[src/rtl/rf_port_driver_pkg.sv]
// Shared definitions for the register file port driver: default widths,
// command op encoding and the FSM state type.
package rf_port_driver_pkg;

  localparam int RF_ADDR_W = 5;
  localparam int RF_DATA_W = 32;

  localparam logic OP_READ  = 1'b0;
  localparam logic OP_WRITE = 1'b1;

  typedef enum logic [2:0] {
    ST_IDLE   = 3'd0,
    ST_WRITE  = 3'd1,
    ST_VERIFY = 3'd2,
    ST_READ   = 3'd3,
    ST_RESP   = 3'd4
  } state_t;

endpackage

[src/rtl/rf_port_driver_errcnt.sv]
// 8-bit saturating counter of write readback mismatches.
// Only instantiated when RF_PORT_DRIVER_VERIFY_EN is defined.
module rf_port_driver_errcnt (
  input  logic       clk,
  input  logic       rst,
  input  logic       inc,
  output logic [7:0] count
);

  // Count mismatch pulses and stick at the maximum instead of wrapping.
  always_ff @(posedge clk) begin
    if (rst) begin
      count <= 8'd0;
    end else if (inc && (count != 8'hFF)) begin
      count <= count + 8'd1;
    end
  end

endmodule

[src/rtl/rf_port_driver.sv]
// Register file port driver: turns single-word read/write commands into
// register file write-port / read-port-1 accesses and returns one response
// per command. Defining RF_PORT_DRIVER_VERIFY_EN adds a readback check of
// every write (VERIFY state, rsp_err, err_cnt).
module rf_port_driver
  import rf_port_driver_pkg::*;
#(
  parameter int ADDR_W   = RF_ADDR_W,
  parameter int DATA_W   = RF_DATA_W,
  parameter bit ZERO_REG = 1'b1
) (
  input  logic              clk,
  input  logic              rst,
  input  logic              cmd_valid,
  output logic              cmd_ready,
  input  logic              cmd_write,
  input  logic [ADDR_W-1:0] cmd_addr,
  input  logic [DATA_W-1:0] cmd_wdata,
  output logic              rsp_valid,
  input  logic              rsp_ready,
  output logic [DATA_W-1:0] rsp_data,
  output logic              rsp_err,
  output logic              rf_wen,
  output logic [ADDR_W-1:0] rf_waddr,
  output logic [DATA_W-1:0] rf_wdata,
  output logic [ADDR_W-1:0] rf_raddr1,
  input  logic [DATA_W-1:0] rf_rdata1,
`ifdef RF_PORT_DRIVER_VERIFY_EN
  output logic [7:0]        err_cnt,
`endif
  output logic              busy
);

  state_t            state;
  logic [DATA_W-1:0] data_q;

`ifdef RF_PORT_DRIVER_VERIFY_EN
  logic [ADDR_W-1:0] addr_q;
  logic [DATA_W-1:0] expected;
  logic              mismatch;

  // A hardwired zero register never stores the written value.
  assign expected = (ZERO_REG && (addr_q == '0)) ? '0 : data_q;
  assign mismatch = (rf_rdata1 != expected);

  rf_port_driver_errcnt u_errcnt (
    .clk   (clk),
    .rst   (rst),
    .inc   ((state == ST_VERIFY) && mismatch),
    .count (err_cnt)
  );

  // Keep the target address for the readback cycle.
  always_ff @(posedge clk) begin
    if (rst) begin
      addr_q <= '0;
    end else if ((state == ST_IDLE) && cmd_valid) begin
      addr_q <= cmd_addr;
    end
  end
`else
  // ZERO_REG only influences the readback expectation.
  logic unused_cfg;
  assign unused_cfg = ZERO_REG;
`endif

  // Main FSM; every output is a flop updated alongside the state.
  always_ff @(posedge clk) begin
    if (rst) begin
      state     <= ST_IDLE;
      data_q    <= '0;
      cmd_ready <= 1'b1;
      rsp_valid <= 1'b0;
      rsp_data  <= '0;
      rsp_err   <= 1'b0;
      rf_wen    <= 1'b0;
      rf_waddr  <= '0;
      rf_wdata  <= '0;
      rf_raddr1 <= '0;
      busy      <= 1'b0;
    end else begin
      case (state)
        ST_IDLE: begin
          if (cmd_valid) begin
            data_q    <= cmd_wdata;
            cmd_ready <= 1'b0;
            busy      <= 1'b1;
            if (cmd_write == OP_WRITE) begin
              state    <= ST_WRITE;
              rf_wen   <= 1'b1;
              rf_waddr <= cmd_addr;
              rf_wdata <= cmd_wdata;
            end else begin
              state     <= ST_READ;
              rf_raddr1 <= cmd_addr;
            end
          end
        end
        ST_WRITE: begin
          rf_wen <= 1'b0;
`ifdef RF_PORT_DRIVER_VERIFY_EN
          state     <= ST_VERIFY;
          rf_raddr1 <= addr_q;
`else
          state     <= ST_RESP;
          rsp_valid <= 1'b1;
          rsp_data  <= data_q;
          rsp_err   <= 1'b0;
`endif
        end
`ifdef RF_PORT_DRIVER_VERIFY_EN
        ST_VERIFY: begin
          state     <= ST_RESP;
          rsp_valid <= 1'b1;
          rsp_data  <= rf_rdata1;
          rsp_err   <= mismatch;
        end
`endif
        ST_READ: begin
          state     <= ST_RESP;
          rsp_valid <= 1'b1;
          rsp_data  <= rf_rdata1;
          rsp_err   <= 1'b0;
        end
        ST_RESP: begin
          if (rsp_ready) begin
            state     <= ST_IDLE;
            rsp_valid <= 1'b0;
            cmd_ready <= 1'b1;
            busy      <= 1'b0;
          end
        end
        default: begin
          state     <= ST_IDLE;
          rsp_valid <= 1'b0;
          rf_wen    <= 1'b0;
          cmd_ready <= 1'b1;
          busy      <= 1'b0;
        end
      endcase
    end
  end

endmodule

[config.mk]
export PLATFORM = sky130hd
export DESIGN_NAME = rf_port_driver
export DESIGN_NICKNAME = d
export VERILOG_FILES = /design/src/rtl/rf_port_driver_pkg.sv /design/src/rtl/rf_port_driver_errcnt.sv /design/src/rtl/rf_port_driver.sv
export SDC_FILE = /design/constraint.sdc
export NUM_CORES = 1
export LEC_CHECK = 0
export ABC_AREA = 1
export BUFFER_PORTS_ARGS = -buffer_cell sky130_fd_sc_hd__buf_4
export CAP_MARGIN = 20
export CELL_PAD_IN_SITES_DETAIL_PLACEMENT = 0
export CELL_PAD_IN_SITES_GLOBAL_PLACEMENT = 2
export CORE_UTILIZATION = 29
export DETAILED_ROUTE_END_ITERATION = 10
export GPL_TIMING_DRIVEN = 0
export PLACE_DENSITY = 0.94
export SYNTH_ARGS = -nofsm -noshare
export SYNTH_HDL_FRONTEND = slang
export SYNTH_SLANG_ARGS = --single-unit
[constraint.sdc]
create_clock -name clk -period 2.15 [get_ports clk]
set_input_delay 0.43 -clock clk [delete_from_list [all_inputs] [get_ports clk]]
set_output_delay 0.43 -clock clk [all_outputs]
set_load 0.02 [all_outputs]
==> flow_summary_export.csv, run 1 <==
group,metric,value,unit
synth,async_flop_share,0,
synth,synth-seq-cells,113,
grt,antenna_found_initial,0,
placement,place_area,0.00594,sq mm
cts,clk_latency,0.41,ns
route,via_count,4516,
outcome,outcome,"completed",
grt,grt_overflow_total,0,
timing,worstMarginPinSlew,0.509,ns
cts,clk_pin_slew,0.05,ns
finish,nFillCells,1612,
timing,rsz0062_at_grt,"no",
grt,track_usage,0.180,
die,rows,45,
worst_hold_path,min_to,"data_q[2]$_SDFFE_PP0P_",
grt,grt_max_degree,17,
placement,port_buffers,150,
timing,fmax,675,MHz
worst_hold_path,hold_path.class,"primary input to flop",
critical_path,required,2.43,ns
grt,grt_pass1_wl,21900,um
placement,dpl.hpwl,10300,um
route,drc,0,
cts,cts_buffers,17,
route,drt_iter0_drc,300,
critical_path,reg2reg_to,"rf_wdata[18]$_SDFFE_PP0P_",
synth,avgSynthCellArea,7.08,sq um
pwr,p_leak,3.20,nW
synth,netlist_area,0.00455,sq mm
timing,timing.final.crit_share,0.689,
critical_path,arrival,1.76,ns
die,die_h,127,um
synth,synth_area_leaders,"dfxtp_1 (50%), nand2_1 (14%), nor2_1 (9.6%), o21ai_0 (7.8%), inv_1 (6.3%)",
timing,hold_viol_final,0,
cts,cts_buffer_depth,2,
die,pin_count,153,
timing,tns,0,ns
cts,cts_resized,0,
worst_hold_path,min_path_cells,3,
die,initial_core_util,0.298,
die,core,0.0153,sq mm
critical_path,r2r_setup_slack,0.67,ns
synth,synth_top_area_cell,"dfxtp_1",
finish,final_nets,885,
cts,clockRootBuffer,"clkbuf_16",
finish,area_growth,43.6,%
synth,yosys_warnings,0,
placement,placed_cells,1003,
synth,synthCells,642,
cts,cts_setup_buffers,0,
grt,first_global_vias,4285,
critical_path,cp-start-kind,"flop",
pwr,power_density,939,mW/mm^2
finish,fin_area,0.00653,sq mm
route,vias_per_cell,4.36,
finish,drive_above_1_share,0.256,
synth,syn-num-nets,716,
timing,finalClockSkew,0.00499,ns
route,avgRoutedWirePerCell,13.3,um
timing,maxSlewViolCount,0,
synth,synth-edff-count,0,
timing,relSlewSlack,0.661,
finish,diodes,0,
synth,synth_cell_types,19,
timing,fin_crit,1.48,ns
synth,yosysMostFrequentCell,"nand2_1",
placement,gp_congestion,0.755,
route,routed_wl,13800,um
cts,hold_buffers,0,
synth,netlist.area_leader.share,0.498,
pwr,power,0.00613,W
critical_path,crit_type,"flop to flop",
worst_hold_path,hold_path.startpoint,"cmd_wdata[2]",
job,drv_cap,0,
cts,cts_tree,"done",
finish,final_cells,1035,
synth,yosysSeqAreaShare,0.498,
cts,htree_num_levels,4,
pwr,ir_drop,0.525,mV
timing,setup_viol,0,
route,drt_pass1_iterations,5,
synth,ys_top_cells_by_count,"nand2_1 (169), nor2_1 (116), dfxtp_1 (113), inv_1 (76), o21ai_0 (71)",
critical_path,r2r_cells,9,
cts,clkSinkCount,113,
critical_path,timing.rr.start,"state[1]$_SDFFE_PP0P_",
critical_path,cp-end-kind,"flop",
die,die_x,127,um
synth,synth_ff_type,"dfxtp_1",
die,die-area,0.0162,sq mm
route,ant_nets,0,
critical_path,cp_max_fo,10,
[layer usage]
layer	track usage	wire, um
met4	0.0525	115
met5	0	0
met3	0.0645	1010
met1	0.219	6200
met2	0.297	6480
[cells by family (layout without fill, tap and decap cells)]
logic type,Yosys count,after routing,synth area share
other,1,1,0.000825
flip-flops,113,113,0.498
AND/OR/NAND/NOR,302,302,0.263
buffers and inverters,116,298,0.109
AO/OA/AOI/OAI,110,110,0.130
[layout make-up]
type / count / area (sq um) / area share
multi-input cells: 413 / 1790 / 0.274
inverters: 76 / 285 / 0.0437
well taps: 211 / 264 / 0.0404
plain buffers: 40 / 211 / 0.0324
clock buffers: 22 / 484 / 0.0742
repair buffers: 150 / 1130 / 0.172
clock inverters: 10 / 108 / 0.0165
flip-flops and latches: 113 / 2260 / 0.346
[placed cells by master, fill, tap and decap left out]
cell	synthesis	layout
clkbuf_8	0	4
nor2_8	2	2
inv_1	76	76
o21ai_0	71	71
a21oi_1	3	3
nor2_4	1	1
nand2_1	169	169
nor2_1	116	116
a31oi_1	32	32
conb_1	1	1
o21ai_1	4	4
nand2_2	2	2
clkinv_2	0	5
nor3_1	6	6
buf_4	2	152
buf_6	4	4
clkbuf_2	2	2
clkinvlp_4	0	3
bufinv_16	0	2
clkbuf_1	15	16
dfxtp_1	113	113
buf_2	17	17
nand3_1	6	6
clkbuf_16	0	17
[per-stage QoR]
stage / worst slack (ns) / hold slack (ns) / util
after global routing: 0.503 / 0.244 / 0.428
final: 0.669 / 0.246 / 0.428
after global placement: 0.388 / 0.438 / 0.389
after detailed placement: 0.406 / 0.445 / 0.389
after CTS: 0.633 / 0.228 / 0.428
after floorplan: 0.838 / 0.454 / -
[state kept, by name, summed over array words and instances (netlist names)]
name       cells
rf_wdata      32
rf_waddr       5
cmd_ready      1
rf_raddr1      5
data_q        32
rsp_valid      1
rf_wen         1
rsp_data      32
state          3
busy           1
[report_power, final]
part	internal, W	leakage (nW)	total (W)	switching (W)
Clock	0.00181	0.288	0.00279	0.000979
Combinational	0.000401	1.98	0.000964	0.000563
Sequential	0.00228	0.930	0.00237	0.0000962
[worst max path at each step]
stage                                end  slack, ns                   from  cells past startpoint
2_1_floorplan     data_q[0]$_SDFFE_PP0P_       0.84                    rst                      6
3_3_place_gp     data_q[10]$_SDFFE_PP0P_       0.39                    rst                      6
3_5_place_dp     data_q[24]$_SDFFE_PP0P_       0.41                    rst                      6
4_1_cts        rf_wdata[17]$_SDFFE_PP0P_       0.63  state[1]$_SDFFE_PP0P_                      9
5_1_grt          data_q[22]$_SDFFE_PP0P_       0.50  state[1]$_SDFFE_PP0P_                      8
6_report       rf_wdata[18]$_SDFFE_PP0P_       0.67  state[1]$_SDFFE_PP0P_                      9
[worst max-delay path, cell delays in order, from the launching register on]
cell,delay (ns)
dfxtp_1,0.30
buf_6,0.14
nor2_4,0.12
nand2_2,0.07
buf_6,0.16
nor2_8,0.19
buf_4,0.21
nand2_1,0.06
nand2_1,0.06
nor2_1,0.04
Power figures use the tool's default switching activity.
==> run 2, diff against run 1 <==
--- a/config.mk
+++ b/config.mk
@@ -10,10 +10,10 @@
 export CAP_MARGIN = 20
 export CELL_PAD_IN_SITES_DETAIL_PLACEMENT = 0
 export CELL_PAD_IN_SITES_GLOBAL_PLACEMENT = 2
-export CORE_UTILIZATION = 29
+export CORE_UTILIZATION = 24
 export DETAILED_ROUTE_END_ITERATION = 10
 export GPL_TIMING_DRIVEN = 0
-export PLACE_DENSITY = 0.94
+export PLACE_DENSITY = 0.84
 export SYNTH_ARGS = -nofsm -noshare
 export SYNTH_HDL_FRONTEND = slang
 export SYNTH_SLANG_ARGS = --single-unit
==> constraint.sdc (replaced) <==
create_clock -name clk -period 1.25 [get_ports clk]
set_input_delay 0.25 -clock clk [delete_from_list [all_inputs] [get_ports clk]]
set_output_delay 0.25 -clock clk [all_outputs]
set_load 0.02 [all_outputs]
==> flow_summary_export.csv, run 2 (same netlist as run 1, synthesis figures left out) <==
group,metric,value,unit
outcome,failed_checks,"negative setup slack",
timing,hold_slack,0.0526,ns
die,initial_core_util,0.249,
route,drt_iter0_drc,176,
pwr,comb_power_share,0.185,
grt,grt_pass1_wl,24000,um
critical_path,required,1.53,ns
timing,maxSlewViolCount,0,
pwr,pwr-share-clk,0.435,
finish,nFillCells,2010,
cts,clkSinkCount,113,
finish,mostFrequentLayoutCells,"buf_4 (167), nand2_1 (140), nor2_1 (113), dfxtp_1 (110), inv_1 (74)",
cts,clk_latency,0.41,ns
route,drt_pass1_iterations,4,
timing,rsz0062_at_grt,"yes",
route,drc,0,
cts,htree_num_levels,4,
die,core,0.0183,sq mm
finish,area_growth,55.9,%
outcome,outcome,"complete, but fails checks",
finish,final_nets,909,
route,via_count,4672,
critical_path,worst-path-buf-inv,3,
timing,hold_viol_final,0,
die,die-area,0.0195,sq mm
critical_path,crit_family,"simple AND/OR/NAND/NOR gates",
route,routed_wl,15700,um
placement,placed_cells,1021,
cts,cts_tree,"done",
pwr,power_density,1520,mW/mm^2
timing,finalClockSkew,0.00499,ns
critical_path,path_cells,"nor2_4 -> nand2_4 -> buf_12 -> buf_12 -> nor2_4 -> buf_12 -> nand2_2 -> nand2_1 -> nor2_1",
job,drv_cap,0,
pwr,seqPwrFrac,0.380,
critical_path,cp-end-kind,"flop",
timing,fmax,736,MHz
cts,cts_buffer_depth,2,
worst_hold_path,hold_path.class,"primary input to flop",
timing,relSlewSlack,0.626,
route,vias_per_cell,4.34,
pwr,intPower,0.00786,W
grt,first_global_vias,4541,
critical_path,cp_max_fo,6,
pwr,ir_drop,0.950,mV
pwr,p_leak,3.43,nW
die,die_x,140,um
finish,top_regs,"data_q: 32 flops, rf_wdata: 32 flops, rsp_data: 32 flops",
timing,timing.final.crit_share,1.09,
die,rows,49,
timing,worstMarginPinSlew,0.561,ns
placement,port_buffers,150,
timing,worst_slack,-0.108,ns
finish,mostFrequentLayoutCell,"buf_4",
route,ant_nets,0,
placement,dpl.hpwl,11000,um
finish,final_cells,1076,
placement,gp_congestion,0.761,
cts,clockRootBuffer,"clkbuf_16",
grt,grt_overflow_total,0,
critical_path,crit_top_cell,"buf_12",
die,die_h,140,um
grt,grt_max_degree,17,
grt,track_usage,0.164,
critical_path,crit_slowest_cell,"dfxtp_2",
critical_path,critPathMaxStageDelay,0.33,ns
die,pin_count,153,
timing,fin_crit,1.36,ns
cts,cts_buffers,17,
grt,antenna_found_initial,0,
critical_path,cp-start-kind,"flop",
critical_path,crit_type,"flop to flop",
cts,clk_pin_slew,0.05,ns
finish,drive_above_1_share,0.338,
critical_path,r2r_setup_slack,-0.11,ns
pwr,p_switching,0.00292,W
cts,hold_buffers,0,
route,avgRoutedWirePerCell,14.6,um
placement,pre_cts_slack,-0.304,ns
pwr,swShare,0.271,
finish,diodes,0,
critical_path,arrival,1.63,ns
timing,setup_viol,67,
run 2: path summary, 6_finish.rpt:
path,from,to,cells after the start
worst max-delay path,state[0]$_SDFFE_PP0P_,rf_wdata[5]$_SDFFE_PP0P_,9
worst min register to register,busy$_SDFFE_PP0P_,busy$_SDFFE_PP0P_,2
worst max register to register,state[0]$_SDFFE_PP0P_,rf_wdata[5]$_SDFFE_PP0P_,9
worst min-delay path,cmd_wdata[7],data_q[7]$_SDFFE_PP0P_,3
run 2: cell type report:
class	instances	area, sq um	area share
flip-flops and latches	113	2270	0.320
multi-input cells	414	1940	0.274
repair buffers	174	1370	0.193
clock buffers	28	527	0.0743
plain buffers	39	368	0.0519
inverters	76	288	0.0406
well taps	229	287	0.0404
clock inverters	3	45.0	0.00635
run 2: tightest hold or removal path, delay by kind of cell:
| kind | cells | cell delay (ns) |
|---|---|---|
| simple gates | 2 | 0.09 |
| buf+inv | 1 | 0.08 |
run 2: power groups by stage:
stage | Combinational (W) | Clock, W | Sequential, W
after floorplan | 0.000718 | 0 | 0.00436
after global placement | 0.00169 | 0 | 0.00415
after detailed placement | 0.00170 | 0 | 0.00415
after CTS | 0.00192 | 0.00480 | 0.00409
after global routing | 0.00219 | 0.00496 | 0.00413
final | 0.00199 | 0.00469 | 0.00410
run 2: per-stage QoR:
stage / TNS, ns / utilization / cell area [sq um] / power (W)
after floorplan: -0.392 / - / 4550 / 0.00507
after global routing: -9.45 / 0.388 / 7090 / 0.0113
after CTS: -8.64 / 0.379 / 6920 / 0.0108
after global placement: -20.30 / 0.326 / 5960 / 0.00585
final: -3.07 / 0.388 / 7090 / 0.0108
after detailed placement: -19.27 / 0.326 / 5960 / 0.00585
run 2: repair_timing:
action                     CTS  global route
gates resized for setup     84            63
setup endpoints to repair  105           109
pin swaps                   14            35
setup buffers               15             1
gates cloned                 8             3
hold endpoints to repair     0             0
run 2: routing by layer:
metal | up-vias | global-route usage | wire, um
li1 | 2386 | - | -
met1 | 2149 | 0.202 | 7330
met2 | 123 | 0.269 | 7240
met3 | 14 | 0.0537 | 1000
met4 | 0 | 0.0521 | 151
met5 | - | 0 | 0
==> run 3, diff against run 2 <==
--- a/config.mk
+++ b/config.mk
@@ -13,7 +13,8 @@
 export CORE_UTILIZATION = 24
 export DETAILED_ROUTE_END_ITERATION = 10
 export GPL_TIMING_DRIVEN = 0
-export PLACE_DENSITY = 0.84
+export PLACE_DENSITY = 0.78
+export SKIP_LAST_GASP = 1
 export SYNTH_ARGS = -nofsm -noshare
 export SYNTH_HDL_FRONTEND = slang
 export SYNTH_SLANG_ARGS = --single-unit
==> flow_summary_export.csv, run 3 (same netlist as run 1, synthesis figures left out) <==
group,metric,value,unit
outcome,outcome,"complete, but fails checks",
outcome,failed_checks,"negative setup slack",
pwr,p_leak,3.37,nW
finish,seqCellArea,0.00226,sq mm
route,drt_iter0_drc,134,
placement,dpl.hpwl,11100,um
route,routed_wl,15500,um
timing,setup_viol,64,
timing,relSlewSlack,0.663,
die,die-area,0.0195,sq mm
grt,grt_overflow_total,0,
route,via_count,4613,
finish,diodes,0,
cts,clockRootBuffer,"clkbuf_16",
finish,mostFrequentLayoutCells,"buf_4 (169), nand2_1 (159), nor2_1 (115), dfxtp_1 (111), inv_1 (73)",
timing,maxSlewViolCount,0,
grt,track_usage,0.166,
cts,clk_latency,0.42,ns
worst_hold_path,hold_path.class,"primary input to flop",
critical_path,timing.rr.start,"state[0]$_SDFFE_PP0P_",
cts,cts_buffers,17,
pwr,ir_drop,0.930,mV
route,ant_nets,0,
critical_path,arrival,1.64,ns
worst_hold_path,hold_path.startpoint,"cmd_addr[0]",
timing,worst_slack,-0.111,ns
placement,gp_congestion,0.747,
finish,area_growth,51.8,%
timing,hold_viol_final,0,
timing,fmax,735,MHz
grt,grt_max_degree,17,
timing,finalClockSkew,0.0123,ns
timing,worstMarginPinSlew,0.506,ns
die,initial_core_util,0.249,
timing,fin_crit,1.36,ns
die,core,0.0183,sq mm
placement,pre_cts_slack,-0.358,ns
route,vias_per_cell,4.31,
placement,port_buffers,150,
die,pin_count,153,
timing,timing.final.crit_share,1.09,
die,die_h,140,um
placement,place_area,0.00596,sq mm
finish,multi_input_area,0.00186,sq mm
cts,clk_pin_slew,0.05,ns
cts,cts_tree,"done",
finish,mostFrequentLayoutCell,"buf_4",
die,rows,49,
grt,grt_pass1_wl,24300,um
pwr,power_density,1550,mW/mm^2
cts,cts_buffer_depth,2,
critical_path,required,1.53,ns
cts,hold_buffers,0,
finish,drive_above_1_share,0.304,
cts,htree_num_levels,4,
finish,top_regs,"data_q: 32 flops, rf_wdata: 32 flops, rsp_data: 32 flops",
timing,hold_slack,0.0574,ns
timing,rsz0062_at_grt,"yes",
critical_path,critPathLaunch,"state[0]$_SDFFE_PP0P_",
critical_path,crit_type,"flop to flop",
cts,clkSinkCount,113,
route,drt_pass1_iterations,4,
grt,antenna_found_initial,0,
job,drv_cap,0,
critical_path,cp-start-kind,"flop",
route,drc,0,
route,avgRoutedWirePerCell,14.5,um
die,die_x,140,um
finish,fin_area,0.00690,sq mm
critical_path,cp-end-kind,"flop",
finish,nFillCells,2022,
critical_path,cp_max_fo,7,
finish,final_nets,903,
grt,first_global_vias,4511,
==> run 3: where the power goes <==
group / internal, W / switching [W]
logic: 0.000832 / 0.00105
clock network: 0.00301 / 0.00173
registers: 0.00391 / 0.000170
==> run 3: metal layers <==
metal / vias to the layer above / track usage / share of wire
met1: 2090 / 0.205 / 0.45
met4: 0 / 0.0573 / 0.014
met2: 132 / 0.266 / 0.47
li1: 2377 / - / -
met3: 14 / 0.0595 / 0.071
met5: - / 0 / 0
==> run 3: layout make-up <==
cell class | count | area share
plain buffers | 37 | 0.0448
clock buffers | 21 | 0.0667
clock inverters | 11 | 0.0163
inverters | 76 | 0.0413
multi-input cells | 414 | 0.269
flip-flops and latches | 113 | 0.328
well taps | 229 | 0.0415
repair buffers | 170 | 0.192
==> run 3: worst paths after layout <==
kind,slack [ns],depth (start not counted),to
max,-0.11,8,rf_wdata[7]$_SDFFE_PP0P_
min reg2reg,0.45,2,busy$_SDFFE_PP0P_
min,0.06,3,rf_waddr[0]$_SDFFE_PP0P_
max reg2reg,-0.11,8,rf_wdata[7]$_SDFFE_PP0P_
==> run 3: worst max-delay path: stages, from the launching register on <==
cell     delay, ns
dfxtp_2       0.34
nor2_4        0.15
nand2_4       0.08
buf_12        0.15
nor2_4        0.21
buf_6         0.16
nand2_1       0.05
nand2_1       0.05
nor2_1        0.03
==> run 3: what timing repair did <==
action / 4_1_cts / 5_1_grt
gates cloned: 5 / 2
setup endpoints to repair: 106 / 109
gates resized for setup: 49 / 29
setup buffers: 12 / 2
pin swaps: 14 / 11
==> run 3: per-stage QoR <==
stage               setup TNS, ns  instances   util  power (W)
floorplan                  -0.392        642      -    0.00507
global placement           -22.63       1021  0.326    0.00586
detailed placement         -19.86       1021  0.326    0.00585
CTS                         -7.30       1068  0.373     0.0108
global route               -10.56       1071  0.378     0.0113
finish                      -2.98       1071  0.378     0.0107
